## src/rtl/touch_menu_pkg.sv

```systemverilog
// touch_menu_pkg
// Shared constants for the touch-panel menu controller: FSM state codes,
// menu select codes, debounce token codes and button rectangles.
// Screen coordinates are raw 12-bit touch-panel samples.
package touch_menu_pkg;

    // FSM state encodings (3 bits, codes 6 and 7 are unused)
    localparam logic [2:0] ST_MENU1      = 3'd0;
    localparam logic [2:0] ST_MENU1_WAIT = 3'd1;
    localparam logic [2:0] ST_MENU2      = 3'd2;
    localparam logic [2:0] ST_MENU2_WAIT = 3'd3;
    localparam logic [2:0] ST_MENU3      = 3'd4;
    localparam logic [2:0] ST_MENU3_WAIT = 3'd5;

    // Menu select codes driven on menu_in
    localparam logic [1:0] MENU_CODE_1 = 2'b00;
    localparam logic [1:0] MENU_CODE_2 = 2'b01;
    localparam logic [1:0] MENU_CODE_3 = 2'b10;

    // Debounce tokens: which condition the debounce counter is timing.
    // Values 1..7 name a filter button on menu 3.
    localparam logic [3:0] TOK_NONE    = 4'd0;
    localparam logic [3:0] TOK_MAIN    = 4'd8;
    localparam logic [3:0] TOK_RELEASE = 4'd9;

    // Axis-aligned button rectangle; a hit lies strictly inside the bounds
    typedef struct packed {
        logic [11:0] x0;
        logic [11:0] x1;
        logic [11:0] y0;
        logic [11:0] y1;
    } rect_t;

    // Record button on menu 1
    localparam rect_t RECORD_RECT = '{x0: 12'h700, x1: 12'h900, y0: 12'h900, y1: 12'hB00};
    // Stop button on menu 2
    localparam rect_t STOP_RECT = '{x0: 12'hC00, x1: 12'hE00, y0: 12'h900, y1: 12'hB00};
    // Record-new button on menu 3, kept clear of the filter row
    localparam rect_t RECORD_NEW_RECT = '{x0: 12'hC00, x1: 12'hE00, y0: 12'h100, y1: 12'h300};

    // Filter button row on menu 3
    localparam logic [11:0] FX0      = 12'h100;
    localparam logic [11:0] FX_PITCH = 12'h180;
    localparam logic [11:0] FX_W     = 12'h140;
    localparam logic [11:0] FY0      = 12'h7A0;
    localparam logic [11:0] FY1      = 12'hB70;

    // Rectangle of filter button k (k starts at 1)
    function automatic rect_t filter_rect(input int unsigned k);
        rect_t       r;
        logic [11:0] off;
        off  = 12'(k - 1) * FX_PITCH;
        r.x0 = FX0 + off;
        r.x1 = FX0 + off + FX_W;
        r.y0 = FY0;
        r.y1 = FY1;
        return r;
    endfunction

    // Menu code shown for a given FSM state; WAIT states still show their own menu
    function automatic logic [1:0] menu_code(input logic [2:0] st);
        logic [1:0] code;
        case (st)
            ST_MENU2, ST_MENU2_WAIT: code = MENU_CODE_2;
            ST_MENU3, ST_MENU3_WAIT: code = MENU_CODE_3;
            default:                 code = MENU_CODE_1;
        endcase
        return code;
    endfunction

endpackage

```

## src/rtl/touch_menu_ctrl_region_hit.sv

```systemverilog
// touch_region_hit
// Combinational hit test for one on-screen button: the panel is pressed
// and the sample lies strictly inside the rectangle RECT.
module touch_region_hit
    import touch_menu_pkg::*;
#(
    parameter rect_t RECT = '0
) (
    input  logic [11:0] i_x,
    input  logic [11:0] i_y,
    input  logic        i_pressed,
    output logic        o_hit
);

    // Strict inequalities keep the border itself outside the button
    always_comb begin
        o_hit = i_pressed
             && (i_x > RECT.x0) && (i_x < RECT.x1)
             && (i_y > RECT.y0) && (i_y < RECT.y1);
    end

endmodule

```

## src/rtl/touch_menu_ctrl.sv

```systemverilog
// touch_menu_ctrl
// Three-menu touch-panel controller. Menu 1 records, menu 2 shows a
// progress bar with a stop button, menu 3 offers filter buttons and a
// record-new button. Every press and release is debounced by one shared
// counter; each press state is followed by a WAIT state that waits for
// the finger to lift before the next menu is shown.
// Optional feature: define TOUCH_TIMEOUT_EN to return from menu 3 to
// menu 1 after TIMEOUT_CYCLES consecutive released cycles.
module touch_menu_ctrl
    import touch_menu_pkg::*;
#(
    parameter int          N_FILTERS      = 4,
    parameter int          DEBOUNCE       = 4,
    parameter int          CNT_W          = 6,
    parameter int          PROG_DONE      = 20,
    parameter logic [11:0] Z_PRESS        = 12'h800,
    parameter logic [11:0] Z_RELEASE      = 12'hF00,
    parameter int          TIMEOUT_CYCLES = 1000000
) (
    input  logic             clk,
    input  logic             reset,
    input  logic [CNT_W-1:0] menu2_cnt,
    input  logic [11:0]      tp_x,
    input  logic [11:0]      tp_y,
    input  logic [11:0]      tp_z,
    output logic [1:0]       menu_in,
    output logic [2:0]       filter,
    output logic             menu_change
);

    // Counter holds 0..DEBOUNCE-1 prior consecutive cycles
    localparam int DEB_W = (DEBOUNCE < 2) ? 1 : $clog2(DEBOUNCE);

    // Reject parameter sets the design cannot represent
    generate
        if (N_FILTERS < 1 || N_FILTERS > 7 || DEBOUNCE < 1 || CNT_W < 1
            || PROG_DONE < 0 || PROG_DONE >= (2 ** CNT_W) || TIMEOUT_CYCLES < 1
            || Z_PRESS > Z_RELEASE) begin : g_badParams
            $error("touch_menu_ctrl: parameter out of range");
        end
    endgenerate

    logic [2:0]           r_state;
    logic [2:0]           w_nextState;
    logic                 w_stateChange;
    logic [DEB_W-1:0]     r_debCnt;
    logic [3:0]           r_tok;
    logic [3:0]           w_tok;
    logic [DEB_W-1:0]     w_run;
    logic                 w_done;
    logic                 w_timeout;
    logic                 w_pressed;
    logic                 w_released;
    logic                 w_recordHit;
    logic                 w_stopHit;
    logic                 w_recordNewHit;
    logic [N_FILTERS-1:0] w_filterHit;
    logic [2:0]           w_filterSel;
    logic [1:0]           r_menuIn;
    logic                 r_menuChange;
    logic [2:0]           r_filter;

    // Z hysteresis: values between the two thresholds are neither pressed nor released
    always_comb begin
        w_pressed  = (tp_z < Z_PRESS);
        w_released = (tp_z > Z_RELEASE);
    end

    touch_region_hit #(.RECT(RECORD_RECT)) u_recordHit (
        .i_x       (tp_x),
        .i_y       (tp_y),
        .i_pressed (w_pressed),
        .o_hit     (w_recordHit)
    );

    touch_region_hit #(.RECT(STOP_RECT)) u_stopHit (
        .i_x       (tp_x),
        .i_y       (tp_y),
        .i_pressed (w_pressed),
        .o_hit     (w_stopHit)
    );

    touch_region_hit #(.RECT(RECORD_NEW_RECT)) u_recordNewHit (
        .i_x       (tp_x),
        .i_y       (tp_y),
        .i_pressed (w_pressed),
        .o_hit     (w_recordNewHit)
    );

    generate
        for (genvar k = 1; k <= N_FILTERS; k++) begin : g_filter
            touch_region_hit #(.RECT(filter_rect(k))) u_hit (
                .i_x       (tp_x),
                .i_y       (tp_y),
                .i_pressed (w_pressed),
                .o_hit     (w_filterHit[k-1])
            );
        end
    endgenerate

    // Pick the lowest-numbered filter button under the finger
    always_comb begin
        w_filterSel = 3'd0;
        for (int k = N_FILTERS; k >= 1; k--) begin
            if (w_filterHit[k-1]) begin
                w_filterSel = 3'(k);
            end
        end
    end

    // Name the condition the current state debounces; a change of token restarts the count
    always_comb begin
        w_tok = TOK_NONE;
        case (r_state)
            ST_MENU1: begin
                if (w_recordHit) w_tok = TOK_MAIN;
            end
            ST_MENU2: begin
                if (w_stopHit) w_tok = TOK_MAIN;
            end
            ST_MENU3: begin
                if (w_recordNewHit)          w_tok = TOK_MAIN;
                else if (w_filterSel != 3'd0) w_tok = {1'b0, w_filterSel};
            end
            ST_MENU1_WAIT, ST_MENU2_WAIT, ST_MENU3_WAIT: begin
                if (w_released) w_tok = TOK_RELEASE;
            end
            default: ;
        endcase
    end

    // Completed debounce: this is the DEBOUNCE-th consecutive cycle of the same token
    always_comb begin
        w_run  = ((w_tok != TOK_NONE) && (w_tok == r_tok)) ? r_debCnt : '0;
        w_done = (w_tok != TOK_NONE) && (w_run == DEB_W'(DEBOUNCE - 1));
    end

`ifdef TOUCH_TIMEOUT_EN
    localparam int TO_W = (TIMEOUT_CYCLES < 2) ? 1 : $clog2(TIMEOUT_CYCLES);

    logic [TO_W-1:0] r_toCnt;

    // Timeout fires on the TIMEOUT_CYCLES-th consecutive released cycle in menu 3
    always_comb begin
        w_timeout = (r_state == ST_MENU3) && w_released
                 && (r_toCnt == TO_W'(TIMEOUT_CYCLES - 1));
    end

    // Count consecutive idle cycles in menu 3; anything else restarts the count
    always_ff @(posedge clk or posedge reset) begin
        if (reset) begin
            r_toCnt <= '0;
        end else if ((r_state == ST_MENU3) && w_released && !w_stateChange) begin
            r_toCnt <= r_toCnt + TO_W'(1);
        end else begin
            r_toCnt <= '0;
        end
    end
`else
    // Without the timeout feature menu 3 waits for a touch indefinitely
    always_comb begin
        w_timeout = 1'b0;
    end
`endif

    // Next-state logic; stop debounce takes priority over progress completion in menu 2
    always_comb begin
        w_nextState = r_state;
        case (r_state)
            ST_MENU1: begin
                if (w_done) w_nextState = ST_MENU1_WAIT;
            end
            ST_MENU1_WAIT: begin
                if (w_done) w_nextState = ST_MENU2;
            end
            ST_MENU2: begin
                if (w_done)                                 w_nextState = ST_MENU2_WAIT;
                else if (menu2_cnt == CNT_W'(PROG_DONE))    w_nextState = ST_MENU3;
            end
            ST_MENU2_WAIT: begin
                if (w_done) w_nextState = ST_MENU3;
            end
            ST_MENU3: begin
                if (w_done && (w_tok == TOK_MAIN)) w_nextState = ST_MENU3_WAIT;
                else if (w_timeout)                w_nextState = ST_MENU1;
            end
            ST_MENU3_WAIT: begin
                if (w_done) w_nextState = ST_MENU1;
            end
            default: w_nextState = ST_MENU1;
        endcase
        w_stateChange = (w_nextState != r_state);
    end

    // State register plus the shared debounce counter and the token it is timing
    always_ff @(posedge clk or posedge reset) begin
        if (reset) begin
            r_state  <= ST_MENU1;
            r_debCnt <= '0;
            r_tok    <= TOK_NONE;
        end else begin
            r_state <= w_nextState;
            if (w_stateChange || w_done || (w_tok == TOK_NONE)) begin
                r_debCnt <= '0;
            end else begin
                r_debCnt <= w_run + DEB_W'(1);
            end
            r_tok <= w_stateChange ? TOK_NONE : w_tok;
        end
    end

    // Menu select and change pulse are registered copies of the state, one cycle behind it
    always_ff @(posedge clk or posedge reset) begin
        if (reset) begin
            r_menuIn     <= MENU_CODE_1;
            r_menuChange <= 1'b0;
        end else begin
            r_menuIn     <= menu_code(r_state);
            r_menuChange <= (menu_code(r_state) != r_menuIn);
        end
    end

    // Filter latches a debounced filter button in menu 3 and clears once menu 3 is left
    always_ff @(posedge clk or posedge reset) begin
        if (reset) begin
            r_filter <= 3'd0;
        end else if (r_state != ST_MENU3) begin
            r_filter <= 3'd0;
        end else if (w_done && (w_tok != TOK_MAIN)) begin
            r_filter <= w_tok[2:0];
        end
    end

    assign menu_in     = r_menuIn;
    assign menu_change = r_menuChange;
    assign filter      = r_filter;

endmodule

```

## config.mk

```make
export PLATFORM = sky130hd
export DESIGN_NAME = touch_menu_ctrl
export DESIGN_NICKNAME = d
export VERILOG_FILES = /design/src/rtl/touch_menu_pkg.sv /design/src/rtl/touch_menu_ctrl_region_hit.sv /design/src/rtl/touch_menu_ctrl.sv
export SDC_FILE = /design/constraint.sdc
export NUM_CORES = 1
export LEC_CHECK = 0
export BUFFER_PORTS_ARGS = -buffer_cell sky130_fd_sc_hd__buf_2
export CAP_MARGIN = 20
export CORE_MARGIN = 2
export CORE_UTILIZATION = 45
export CTS_CLUSTER_SIZE = 12
export DETAILED_ROUTE_END_ITERATION = 8
export MAX_ROUTING_LAYER = met4
export PLACE_DENSITY = 0.75
export SLEW_MARGIN = 40
export SYNTH_ARGS = -nofsm -noshare
export SYNTH_HDL_FRONTEND = slang
export SYNTH_SLANG_ARGS = --single-unit
```

## constraint.sdc

```tcl
create_clock -name clk -period 3.99 [get_ports clk]
set_input_delay 0.399 -clock clk [delete_from_list [all_inputs] [get_ports clk]]
set_output_delay 0.399 -clock clk [all_outputs]
set_load 0.01 [all_outputs]
```

# Yosys cells after proc, flatten, opt, wreduce, memory -nomap -nowiden
# Index checks and enable logic that the tools add are counted.
[op_classes]
add_sub_neg = 1
mul = 0
n_div = 0
n_lt_le_gt_ge = 20
eq_ne = 13
n_shift = 0
muxes = 24
bitwise_logic = 0
reduce_logical = 40
[ops]
columns = ["op", "count"]
rows = [
  ["$lt A12 B12 Y1 const B", 5],
  ["$gt A12 B11 Y1 const B", 4],
  ["$mux W3", 14],
  ["$gt A12 B12 Y1 const B", 3],
  ["$lt A12 B10 Y1 const B", 3],
  ["$logic_and A1 B1 Y1", 30],
  ["$gt A12 B9 Y1 const B", 2],
  ["$lt A12 B11 Y1 const B", 2],
  ["$mux W4", 5],
  ["$pmux W3 S6", 1],
  ["$pmux W4 S4", 1],
  ["$gt A12 B10 Y1 const B", 1],
  ["$eq A3 B2 Y1 const B", 2],
  ["$eq A3 B3 Y1 const B", 2],
  ["$eq A6 B5 Y1 const B", 1],
  ["$eq A4 B4 Y1", 1],
  ["$eq A4 B4 Y1 const B", 1],
  ["$logic_not A4 Y1", 1],
  ["$mux W2", 2],
  ["$ne A4 B4 Y1 const B", 1],
  ["$pmux W2 S2", 1],
  ["$reduce_bool A4 Y1", 1],
  ["$reduce_or A2 Y1", 2],
  ["$eq A3 B1 Y1 const B", 1],
  ["other kinds (10)", 11],
]
[word_totals]
ff_bits = 15
latch_bits = 0
ramBits = 0
romBits = 0
input_bits = 44
out_inout_bits = 6
wordCells = 104
n_memories = 0

# Depth between registers and ports, before layout
# Gate-level depths: netlist (run 1).
[depth]
depth_word = 25
mapped_depth = 12
depth_no_buf = 11

# Cells and area by module
# From an unflattened synthesis (run 1), not the netlist that was laid out.
[unflattened]
hier_cells = 199
area_unflattened_um2 = 1574.0
[by_module_without_submodules]
columns = ["module", "instances", "cells_each", "area_per_inst_um2", "seq_area_each_um2"]
rows = [
  ["touch_menu_ctrl", 1, 96, 899.6, 375.4],
  ["touch_region_hit at g_filter[3].u_hit", 1, 16, 112.6, 0.0],
  ["touch_region_hit at g_filter[1].u_hit", 1, 17, 107.6, 0.0],
  ["touch_region_hit at g_filter[4].u_hit", 1, 19, 106.4, 0.0],
  ["touch_region_hit at g_filter[2].u_hit", 1, 17, 96.3, 0.0],
  ["touch_region_hit at u_recordHit", 1, 13, 96.3, 0.0],
  ["touch_region_hit at u_stopHit", 1, 11, 80.1, 0.0],
  ["touch_region_hit at u_recordNewHit", 1, 10, 75.1, 0.0],
]

# Least setup slack after synthesis (run 1)
# No wires, ideal clock.
[synth_path]
path_kind = "input to register"
startpoint = "input tp_x[8]"
endpoint = "register r_filter[2], in the netlist filter[2]"
arrival_time_ns = 2.544
setup_slack_ns = 1.318
cell_stages = 12
cell_sequence = "buf_6 -> or4b_1 -> o21ai_2 -> o21ai_2 -> a41oi_4 -> mux2_1 -> nand2_1 -> nor2_1 -> ha_1 -> o21ai_2 -> nand2_2 -> mux2_1"
[synth_via]
elab_chain_len = 20
[synth_rtl]
columns = ["element", "line_no", "text"]
rows = [
  ["from (decl)", "touch_menu_ctrl.sv:23", "input logic [11:0] tp_x,"],
  ["$gt A12 B11 Y1", "touch_menu_ctrl_region_hit.sv:18", "&& (i_x > RECT.x0) && (i_x < RECT.x1)"],
  ["$logic_and A1 B1 Y1 (2 in series)", "touch_menu_ctrl_region_hit.sv:18", ""],
  ["$logic_and A1 B1 Y1 (2 in series)", "touch_menu_ctrl_region_hit.sv:19", "&& (i_y > RECT.y0) && (i_y < RECT.y1);"],
  ["$mux W3 (4 in series)", "touch_menu_ctrl.sv:105", "if (w_filterHit[k-1]) begin"],
  ["$reduce_bool A3 Y1", "touch_menu_ctrl.sv:123", "else if (w_filterSel != 3'd0) w_tok = {1'b0, w_filterSel};"],
  ["$mux W3", "touch_menu_ctrl.sv:123", ""],
  ["$mux W4", "touch_menu_ctrl.sv:122", "if (w_recordNewHit) w_tok = TOK_MAIN;"],
  ["$pmux W4 S4 (*)", "touch_menu_ctrl.sv:114", "case (r_state)"],
  ["$eq A4 B4 Y1 or $reduce_bool A4 Y1 (tied branches)", "touch_menu_ctrl.sv:134, touch_menu_ctrl.sv:135", ""],
  ["$logic_and A1 B1 Y1", "touch_menu_ctrl.sv:134", "w_run = ((w_tok != TOK_NONE) && (w_tok == r_tok)) ? r_debCnt : '0;"],
  ["$mux W2", "touch_menu_ctrl.sv:134", ""],
  ["$eq A2 B2 Y1", "touch_menu_ctrl.sv:135", "w_done = (w_tok != TOK_NONE) && (w_run == DEB_W'(DEBOUNCE - 1));"],
  ["$logic_and A1 B1 Y1", "touch_menu_ctrl.sv:135", ""],
  ["$logic_and A1 B1 Y1", "touch_menu_ctrl.sv:229", "end else if (w_done && (w_tok != TOK_MAIN)) begin"],
  ["$reduce_bool A2 Y1 (no source line)", "-", ""],
  ["to (signal assigned)", "touch_menu_ctrl.sv:230", "r_filter <= w_tok[2:0];"],
  ["to (decl)", "touch_menu_ctrl.sv:61", "logic [2:0] r_filter;"],
]
# Every way passes the cells marked *; elsewhere a longest branch is shown, timed or not. The select of a mux whose other input is x is not followed.
# A chain may end at the register's enable or synchronous reset.

# Final worst setup path (run 1)
[layout_path]
startpoint = "register r_state[2]"
endpoint = "register r_filter[1], in the netlist filter[1]"
[layout_via]
elab_chain_len = 10
[layout_rtl]
columns = ["element", "line_no", "text"]
rows = [
  ["from (decl)", "touch_menu_ctrl.sv:43", "logic [2:0] r_state;"],
  ["from (signal assigned)", "touch_menu_ctrl.sv:202", "r_state <= w_nextState;"],
  ["$eq A3 B3 Y1, or another cell as far along", "touch_menu_ctrl.sv:114", ""],
  ["$reduce_or A3 Y1", "touch_menu_ctrl.sv:114", ""],
  ["$pmux W4 S4", "touch_menu_ctrl.sv:114", ""],
  ["$eq A4 B4 Y1 or $reduce_bool A4 Y1 (tied branches)", "touch_menu_ctrl.sv:134, touch_menu_ctrl.sv:135", ""],
  ["$logic_and A1 B1 Y1", "touch_menu_ctrl.sv:134", ""],
  ["$mux W2", "touch_menu_ctrl.sv:134", ""],
  ["$eq A2 B2 Y1", "touch_menu_ctrl.sv:135", ""],
  ["$logic_and A1 B1 Y1", "touch_menu_ctrl.sv:135", ""],
  ["$logic_and A1 B1 Y1", "touch_menu_ctrl.sv:229", ""],
  ["$reduce_bool A2 Y1 (no source line)", "-", ""],
]
# Several ways; a longest one is shown, not always the timed one. The select of a mux whose other input is x is not followed.

==> flow_summary.yaml, run 1 <==
clock_tree:
  cts-root-buf: "clkbuf_4"
  hold_buffers: 0
  ctsHtreeMaxLevel: 1
  cts-resized-gates: 0
  cts_buffer_depth: 2
  clk_latency_ns: 0.29
  cts_tree: "built"
  postCtsSetupRepairBufs: 0
  cts.sinks: 15
  numCtsBuffers: 3
  path_clk_slew_ns: 0.09
worst_setup_path:
  cpPeakStageDelay_ns: 0.55
  cpLargestDelayFamily: "simple AND/OR/NAND/NOR gates"
  cp_cell_sequence: "nor3b_4 > o2111a_1 > a31oi_4 > nor2_1 > mux2i_1 > o221ai_2 > nor2_1 > ha_1 > o21ai_2 > nand2_2 > mux2_1"
  critical_path_class: "flip-flop to flip-flop"
  ff2ff_setup_slack_ns: 0.99
  r2r_cells: 11
  cp_data_required_time_ns: 4.17
  cp_common_cell: "nor2_1"
  cp_max_fo: 11
  crit_cells: 11
  slowest_stage: "dfrtp_1"
  start_kind: "flip-flop"
  critical_path_buf_inv_count: 0
  worstPathArrival_ns: 3.18
  cp-end-kind: "flip-flop"
pwr:
  p_leak_nw: 0.687
  peakVddDrop_v: 0.000158
  powerDensity_mw_per_mm2: 190
  p_total_mw: 0.296
layout:
  syn2layout_area_growth_pct: 22.6
  layout-drive-gt1-share_pct: 39.9
  design_area_mm2: 0.00156
  final_common_cell: "buf_2"
  diodes: 0
  nets: 234
  fill_cells: 262
  mostFrequentLayoutCells: "49 x buf_2, 15 x dfrtp_1, 13 x nand2_1"
  utilization_pct: 57.2
routing:
  wl_per_cell_um: 13.9
  top_layer: "met4"
  drc_errors: 0
  antenna_left: 0
  drt-met1-wl_mm: 1.25
  wl_met3_um: 120
  num_vias: 1274
  wl_met2_mm: 1.62
  drtIter0Drc: 52
  via_per_inst: 5.82
  wirelength_mm: 3.05
  dr.pass1.iters: 4
grt:
  antenna_found_initial: 0
  grt_remaining_overflow: 0
  grt_pass1_vias: 1283
  grt_max_degree: 16
  track_usage_pct: 20.7
  grt_pass1_wl_mm: 5.33
placed_design:
  place.gp.congestion: 0.854
  place_area_mm2: 0.00154
  portBuffers: 49
  hpwl_mm: 2.48
sta:
  hold_viol_final: 0
  tns_ns: 0
  rsz0062_at_grt: "no"
  fmax_ghz: 0.333
  finalCriticalPeriod_ns: 3.00
  maxSlewHeadroom_pct: 61.8
  finalSetupViolCount: 0
  post-route-period-util_pct: 75.2
  drv_slew: 0
  worst_slew_pin_slew_ns: 0.565
  clock_skew_ns: 0.00586
synth:
  synth_top_cell_area_share_pct: 29.4
  yosys_warnings: 0
  yosysTopAreaCell: "dfrtp_1"
  yosysSeqAreaShare_pct: 29.4
  syn_area_mm2: 0.00127
  synth_cell_types: 55
  avgSynthCellArea_um2: 9.24
  syn_inst: 138
  async_flop_share_pct: 100
  synth_edf_count: 0
  ys_ff_latch: 15
  synth_area_leaders: "dfrtp_1 29%, nand2_1 3.8%, nor2_1 3.2%, nor3_1 3.1%, nor4_2 2.9%"
  syn_nets: 183
  yosys_most_used_dff: "dfrtp_1"
floorplanning:
  dieArea_mm2: 0.00328
  core_region_area_mm2: 0.00273
  chipHeight_um: 57.2
  initial_core_util_pct: 46.6
  ioPinCount: 50
  fp.dieW_um: 57.2
  placementRows: 19
worst_hold_path:
  hp-class: "input pin to async pin"
outcome:
  status: "finished clean"
job:
  drv_cap: 0
[flip-flops by register name, indices dropped and copies added (netlist names)]
name,flops
r_debCnt,2
r_state,3
menu_in,2
r_tok,4
menu_change,1
filter,3
[where the power goes]
group	internal, mW	leakage, nW	switching [mW]	total [mW]
clock network	0.0373	0.0177	0.0504	0.0877
logic	0.0249	0.465	0.0315	0.0564
registers	0.152	0.204	0.000151	0.152
[cells in the mapped netlist, types with 2 or more instances]
master	number
a21boi_0	2
a21oi_1	3
a21oi_2	2
a31oi_1	3
a31oi_2	2
dfrtp_1	15
inv_1	7
mux2_1	3
nand2_1	13
nand3_1	7
nand4_1	3
nor2_1	11
nor2b_1	2
nor3_1	8
nor4_1	2
nor4_2	3
o21a_1	2
o21ai_0	6
o21ai_1	3
o21ai_2	4
or4b_1	2
xor2_1	2
[cell families (layout without fill, tap and decap cells)]
kind of cell | after synthesis | in the layout | synth area share, %
DFF | 15 | 15 | 29.4
adders and majority gates | 1 | 1 | 0.981
AOI/OAI and AO/OA | 42 | 42 | 29.3
buffers and inverters | 10 | 60 | 3.93
xor gates and xnor gates | 2 | 2 | 1.37
and+or+nand+nor | 64 | 64 | 31.5
muxes | 4 | 4 | 3.43
[layer usage]
layer / vias up / track usage (%)
met4: 0 / 7.64
met5: - / -
met2: 37 / 37.6
met3: 7 / 1.59
li1: 631 / -
met1: 599 / 23.8
[final timing paths]
check,start,endpoint
max,r_state[2]$_DFF_PP0_,filter[1]$_DFFE_PP0P_
min,reset,r_debCnt[0]$_DFF_PP0_
max reg2reg,r_state[2]$_DFF_PP0_,filter[1]$_DFFE_PP0P_
min reg2reg,filter[2]$_DFFE_PP0P_,filter[2]$_DFFE_PP0P_
max in group asynchronous,reset,r_state[1]$_DFF_PP0_
min in group clk,menu2_cnt[0],r_state[2]$_DFF_PP0_
[through the flow]
step / hold WS, ns / worst slack [ns] / std cells
global placement: 0.466 / 1.07 / 215
detailed placement: 0.475 / 0.962 / 215
global route: 0.193 / 0.689 / 219
floorplan: 0.300 / 1.32 / 138
finish: 0.148 / 0.989 / 219
CTS: 0.153 / 0.984 / 219
[worst reg2reg max path, cell delays in order, from the launching register on]
cell	delay, ns
dfrtp_1	0.55
nor3b_4	0.41
o2111a_1	0.31
a31oi_4	0.07
nor2_1	0.23
mux2i_1	0.24
o221ai_2	0.14
nor2_1	0.13
ha_1	0.29
o21ai_2	0.12
nand2_2	0.11
mux2_1	0.32
[area by class of cell]
cell class	instances	area (um^2)	share of cell area, %
tap	31	38.8	2.48
multi-input combinational	113	850	54.4
clock inverter	1	5.00	0.320
inverter	7	26.3	1.68
timing repair buffer	49	245	15.7
sequential	15	375	24.0
clock buffer	3	22.5	1.44
Note: power is estimated with default switching activity, not from simulation.
==> inputs of run 2 (changes only) <==
==> constraint.sdc (replaced) <==
create_clock -name clk -period 2.8 [get_ports clk]
set_input_delay 0.28 -clock clk [delete_from_list [all_inputs] [get_ports clk]]
set_output_delay 0.28 -clock clk [all_outputs]
set_load 0.01 [all_outputs]
==> flow_summary.yaml, run 2 (synthesis results as in run 1) <==
outcome:
  status: "finished clean"
floorplanning:
  placementRows: 19
  core_region_area_mm2: 0.00273
  dieArea_mm2: 0.00328
  fp.dieW_um: 57.2
  ioPinCount: 50
  chipHeight_um: 57.2
  initial_core_util_pct: 46.6
layout:
  fill_cells: 235
  final_common_cell: "buf_2"
  diodes: 0
  largest_reg_flops: 4
  utilization_pct: 59.1
  nets: 241
  layout-drive-gt1-share_pct: 42.1
  syn2layout_area_growth_pct: 26.8
  regMostFlops: "r_tok"
  mostFrequentLayoutCells: "49 x buf_2, 15 x dfrtp_1, 13 x nand2_1"
worst_setup_path:
  start_kind: "flip-flop"
  critical_path_class: "flip-flop to flip-flop"
  worstPathArrival_ns: 2.79
  timing.rr.end: "filter[2]$_DFFE_PP0P_"
  cp_max_fo: 7
  cp-end-kind: "flip-flop"
  ff2ff_setup_slack_ns: 0.17
  cp_data_required_time_ns: 2.95
  r2r-start: "r_state[0]$_DFF_PP0_"
  r2r_cells: 11
pwr:
  switching_power_mw: 0.109
  p_total_mw: 0.418
  intPower_mw: 0.309
  p_clk_share_pct: 28.5
  p_seq_share_pct: 52.0
  powerDensity_mw_per_mm2: 258
  combPwrFrac_pct: 19.5
  p_leak_nw: 0.722
  peakVddDrop_v: 0.000251
  p_sw_share_pct: 26.0
routing:
  drtIter0Drc: 56
  wirelength_mm: 3.13
  dr.pass1.iters: 4
  num_vias: 1323
  via_per_inst: 5.85
  antenna_left: 0
  drc_errors: 0
  wl_per_cell_um: 13.9
clock_tree:
  cts_tree: "built"
  postCtsSetupRepairBufs: 0
  cts.sinks: 15
  numCtsBuffers: 3
  cts_buffer_depth: 2
  path_clk_slew_ns: 0.08
  hold_buffers: 0
  clk_latency_ns: 0.27
  cts-root-buf: "clkbuf_4"
  ctsHtreeMaxLevel: 1
sta:
  tns_ns: 0
  finalSetupViolCount: 0
  maxSlewHeadroom_pct: 62.5
  worst_slew_pin_slew_ns: 0.557
  clock_skew_ns: 0.000569
  finalCriticalPeriod_ns: 2.63
  drv_slew: 0
  fmax_ghz: 0.380
  post-route-period-util_pct: 94.0
  rsz0062_at_grt: "no"
  hold_viol_final: 0
placed_design:
  place.gp.congestion: 0.862
  hpwl_mm: 2.57
  portBuffers: 49
grt:
  track_usage_pct: 20.8
  grt_pass1_wl_mm: 5.33
  grt_remaining_overflow: 0
  grt_pass1_vias: 1306
  grt_max_degree: 16
  antenna_found_initial: 0
worst_hold_path:
  hp-class: "input pin to async pin"
job:
  drv_cap: 0
## run 2: power groups by stage
stage | logic (mW) | clock network (mW) | registers, mW
after global routing | 0.0903 | 0.137 | 0.217
after floorplan | 0.0338 | 0 | 0.221
after global placement | 0.0773 | 0 | 0.221
final | 0.0815 | 0.119 | 0.217
after CTS | 0.0816 | 0.123 | 0.217
after detailed placement | 0.0815 | 0 | 0.221
## run 2: cell type report
type / count / area [um^2] / area share [%]
Multi-Input combinational cell: 113 / 852 / 52.7
Sequential cell: 15 / 375 / 23.2
Clock buffer: 4 / 26.3 / 1.63
Inverter: 7 / 26.3 / 1.63
Timing Repair Buffer: 56 / 298 / 18.4
Tap cell: 31 / 38.8 / 2.40
## run 2: worst max path at each step
stage                               startpoint                    end  slack [ns]  depth (start not counted)
after floorplan           r_state[2]$_DFF_PP0_  filter[2]$_DFFE_PP0P_        0.18                         12
after global placement                 tp_x[4]  r_debCnt[0]$_DFF_PP0_        0.12                         13
after detailed placement               tp_x[4]  r_debCnt[0]$_DFF_PP0_        0.01                         13
after CTS                 r_state[0]$_DFF_PP0_  filter[2]$_DFFE_PP0P_        0.11                         11
after global routing      r_state[0]$_DFF_PP0_  filter[2]$_DFFE_PP0P_       0.002                         11
final                     r_state[0]$_DFF_PP0_  filter[2]$_DFFE_PP0P_        0.17                         11
## run 2: worst max-delay path, cell delays in order, from the launching register on
cell      delay (ns)
dfrtp_1         0.53
a21bo_2         0.30
a211oi_4        0.28
a31oi_2         0.08
a21oi_4         0.23
mux2_1          0.19
nand2_1         0.08
nor2_1          0.10
ha_1            0.19
o21ai_2         0.09
nand2_2         0.09
mux2_1          0.34
## run 2: what timing repair did
action,4_1_cts,5_1_grt
hold endpoints to repair,0,0
endpoints found under the setup margin,0,5
resized for setup,0,1
## run 2: layer usage
metal / wire length (um) / vias to the layer above / GRT usage (%)
li1: - / 638 / -
met4: 51 / 0 / 7.64
met5: 0 / - / -
met1: 1230 / 620 / 22.1
met3: 182 / 8 / 3.63
met2: 1670 / 57 / 38.1
## run 2: stage by stage
stage | setup WS (ns) | instances | hold WS (ns) | cell area, um^2
2_1_floorplan | 0.176 | 138 | 0.181 | 1270
3_3_place_gp | 0.122 | 222 | 0.354 | 1590
3_5_place_dp | 0.0127 | 222 | 0.361 | 1590
4_1_cts | 0.110 | 226 | 0.0556 | 1610
5_1_grt | 0.00182 | 226 | 0.0801 | 1620
6_report | 0.168 | 226 | 0.0369 | 1620
==> inputs of run 3 (changes only) <==
--- a/config.mk
+++ b/config.mk
@@ -12,7 +12,7 @@
 export CTS_CLUSTER_SIZE = 12
 export DETAILED_ROUTE_END_ITERATION = 8
 export MAX_ROUTING_LAYER = met4
-export PLACE_DENSITY = 0.75
+export PLACE_DENSITY_LB_ADDON = 0.25
 export SLEW_MARGIN = 40
 export SYNTH_ARGS = -nofsm -noshare
 export SYNTH_HDL_FRONTEND = slang
==> constraint.sdc (replaced) <==
create_clock -name clk -period 3.2 [get_ports clk]
set_input_delay 0.32 -clock clk [delete_from_list [all_inputs] [get_ports clk]]
set_output_delay 0.32 -clock clk [all_outputs]
set_load 0.01 [all_outputs]
==> flow_summary.yaml, run 3 (synthesis results as in run 1) <==
placed_design:
  dp_slack_ns: 0.275
  hpwl_mm: 2.28
  dp.cells: 217
  portBuffers: 49
  place.gp.congestion: 0.895
layout:
  largest_reg_flops: 4
  fill_cells: 247
  final_common_cell: "buf_2"
  multi_input_area_um2: 850
  mostFrequentLayoutCells: "49 x buf_2, 15 x dfrtp_1, 13 x nand2_1"
  nets: 236
  diodes: 0
  regMostFlops: "r_tok"
  layout.cells.non_filler: 221
  layout-drive-gt1-share_pct: 40.5
  syn2layout_area_growth_pct: 23.7
  regArea_um2: 375
floorplanning:
  fp.dieW_um: 57.2
  dieArea_mm2: 0.00328
  initial_core_util_pct: 46.6
  core_region_area_mm2: 0.00273
  chipHeight_um: 57.2
  placementRows: 19
  ioPinCount: 50
grt:
  grt_pass1_wl_mm: 4.98
  track_usage_pct: 19.6
  grt_pass1_vias: 1179
  antenna_found_initial: 0
  grt_max_degree: 16
  grt_remaining_overflow: 0
worst_setup_path:
  cp_cell_sequence: "a21bo_2 > a211oi_4 > a31oi_1 > a21oi_4 > mux2_1 > nand2_1 > nor2_1 > ha_1 > o21ai_2 > nand2_2 > mux2_1"
  r2r-start: "r_state[1]$_DFF_PP0_"
  timing.rr.end: "filter[2]$_DFFE_PP0P_"
  slowest_stage: "dfrtp_1"
  cp_common_cell: "mux2_1"
  start_kind: "flip-flop"
  critical_path_buf_inv_count: 0
  critical_path_class: "flip-flop to flip-flop"
  cpPeakStageDelay_ns: 0.56
  cpLargestDelayFamily: "compound AO/OA/AOI/OAI gates"
  cp_max_fo: 13
  cp_data_required_time_ns: 3.37
  ff2ff_setup_slack_ns: 0.29
  r2r_cells: 11
  cp-end-kind: "flip-flop"
  worstPathArrival_ns: 3.09
routing:
  via_per_inst: 5.64
  num_vias: 1247
  drtIter0Drc: 29
  drc_errors: 0
  wirelength_mm: 2.78
  dr.pass1.iters: 4
  wl_per_cell_um: 12.6
  antenna_left: 0
sta:
  hold_viol_final: 0
  rsz0062_at_grt: "no"
  fmax_ghz: 0.343
  drv_slew: 0
  clock_skew_ns: 0.00783
  tns_ns: 0
  worst_slew_pin_slew_ns: 0.574
  maxSlewHeadroom_pct: 61.4
  finalCriticalPeriod_ns: 2.91
  setup_ws_ns: 0.288
  finalSetupViolCount: 0
  post-route-period-util_pct: 91.0
clock_tree:
  cts.sinks: 15
  cts-resized-gates: 0
  numCtsBuffers: 3
  ctsHtreeMaxLevel: 1
  postCtsSetupRepairBufs: 0
  cts_buffer_depth: 2
  cts-root-buf: "clkbuf_4"
  cts_tree: "built"
  clk_latency_ns: 0.29
  hold_buffers: 0
  path_clk_slew_ns: 0.10
pwr:
  powerDensity_mw_per_mm2: 234
  peakVddDrop_v: 0.000218
  p_leak_nw: 0.698
worst_hold_path:
  hp-class: "input pin to async pin"
outcome:
  status: "finished clean"
job:
  drv_cap: 0
==> run 3: changes by cell type in the layout (fill, tap and decap cells not counted), sizes merged <==
| cell | previous run | this run |
|---|---|---|
| clkbuf | 4 | 3 |
| buf | 56 | 51 |
| clkinv | 0 | 1 |
==> run 3: through the flow <==
step / cell area (um^2) / power (mW) / utilization, % / hold slack, ns
final: 1580 / 0.369 / 57.7 / 0.0644
after global routing: 1580 / 0.388 / 57.7 / 0.112
after CTS: 1580 / 0.373 / 57.7 / 0.0836
after detailed placement: 1550 / 0.263 / 56.7 / 0.403
after global placement: 1550 / 0.261 / 56.7 / 0.391
after floorplan: 1270 / 0.223 / - / 0.221
==> run 3: layout make-up <==
cell class / count / area share [%]
Clock inverter: 1 / 0.317
Sequential cell: 15 / 23.8
Clock buffer: 3 / 1.43
Multi-Input combinational cell: 113 / 53.8
Inverter: 7 / 1.67
Tap cell: 31 / 2.46
Timing Repair Buffer: 51 / 16.5
==> run 3: how the worst max path moves through the flow <==
stage / startpoint / to / cells past startpoint
final: r_state[1]$_DFF_PP0_ / filter[2]$_DFFE_PP0P_ / 11
after global routing: r_state[1]$_DFF_PP0_ / filter[1]$_DFFE_PP0P_ / 11
after CTS: r_state[1]$_DFF_PP0_ / filter[1]$_DFFE_PP0P_ / 11
after detailed placement: tp_x[9] / filter[1]$_DFFE_PP0P_ / 11
after global placement: r_state[1]$_DFF_PP0_ / filter[1]$_DFFE_PP0P_ / 11
after floorplan: r_state[2]$_DFF_PP0_ / filter[2]$_DFFE_PP0P_ / 12
==> run 3: per-layer routing <==
layer  global-route usage (%)  part of all wire [%]  routed length [um]  vias up
li1                         -                     -                   -      629
met1                     24.7                    46                1290      563
met2                     31.5                    45                1240       48
met3                     4.54                   7.4                 206        7
met4                     5.65                   1.5                  42        0
met5                        -                     0                   0        -
==> run 3: where the power goes <==
group / switching [mW] / internal (mW) / total [mW]
combinational: 0.0374 / 0.0314 / 0.0688
clock: 0.0640 / 0.0465 / 0.111
sequential: 0.000203 / 0.190 / 0.190
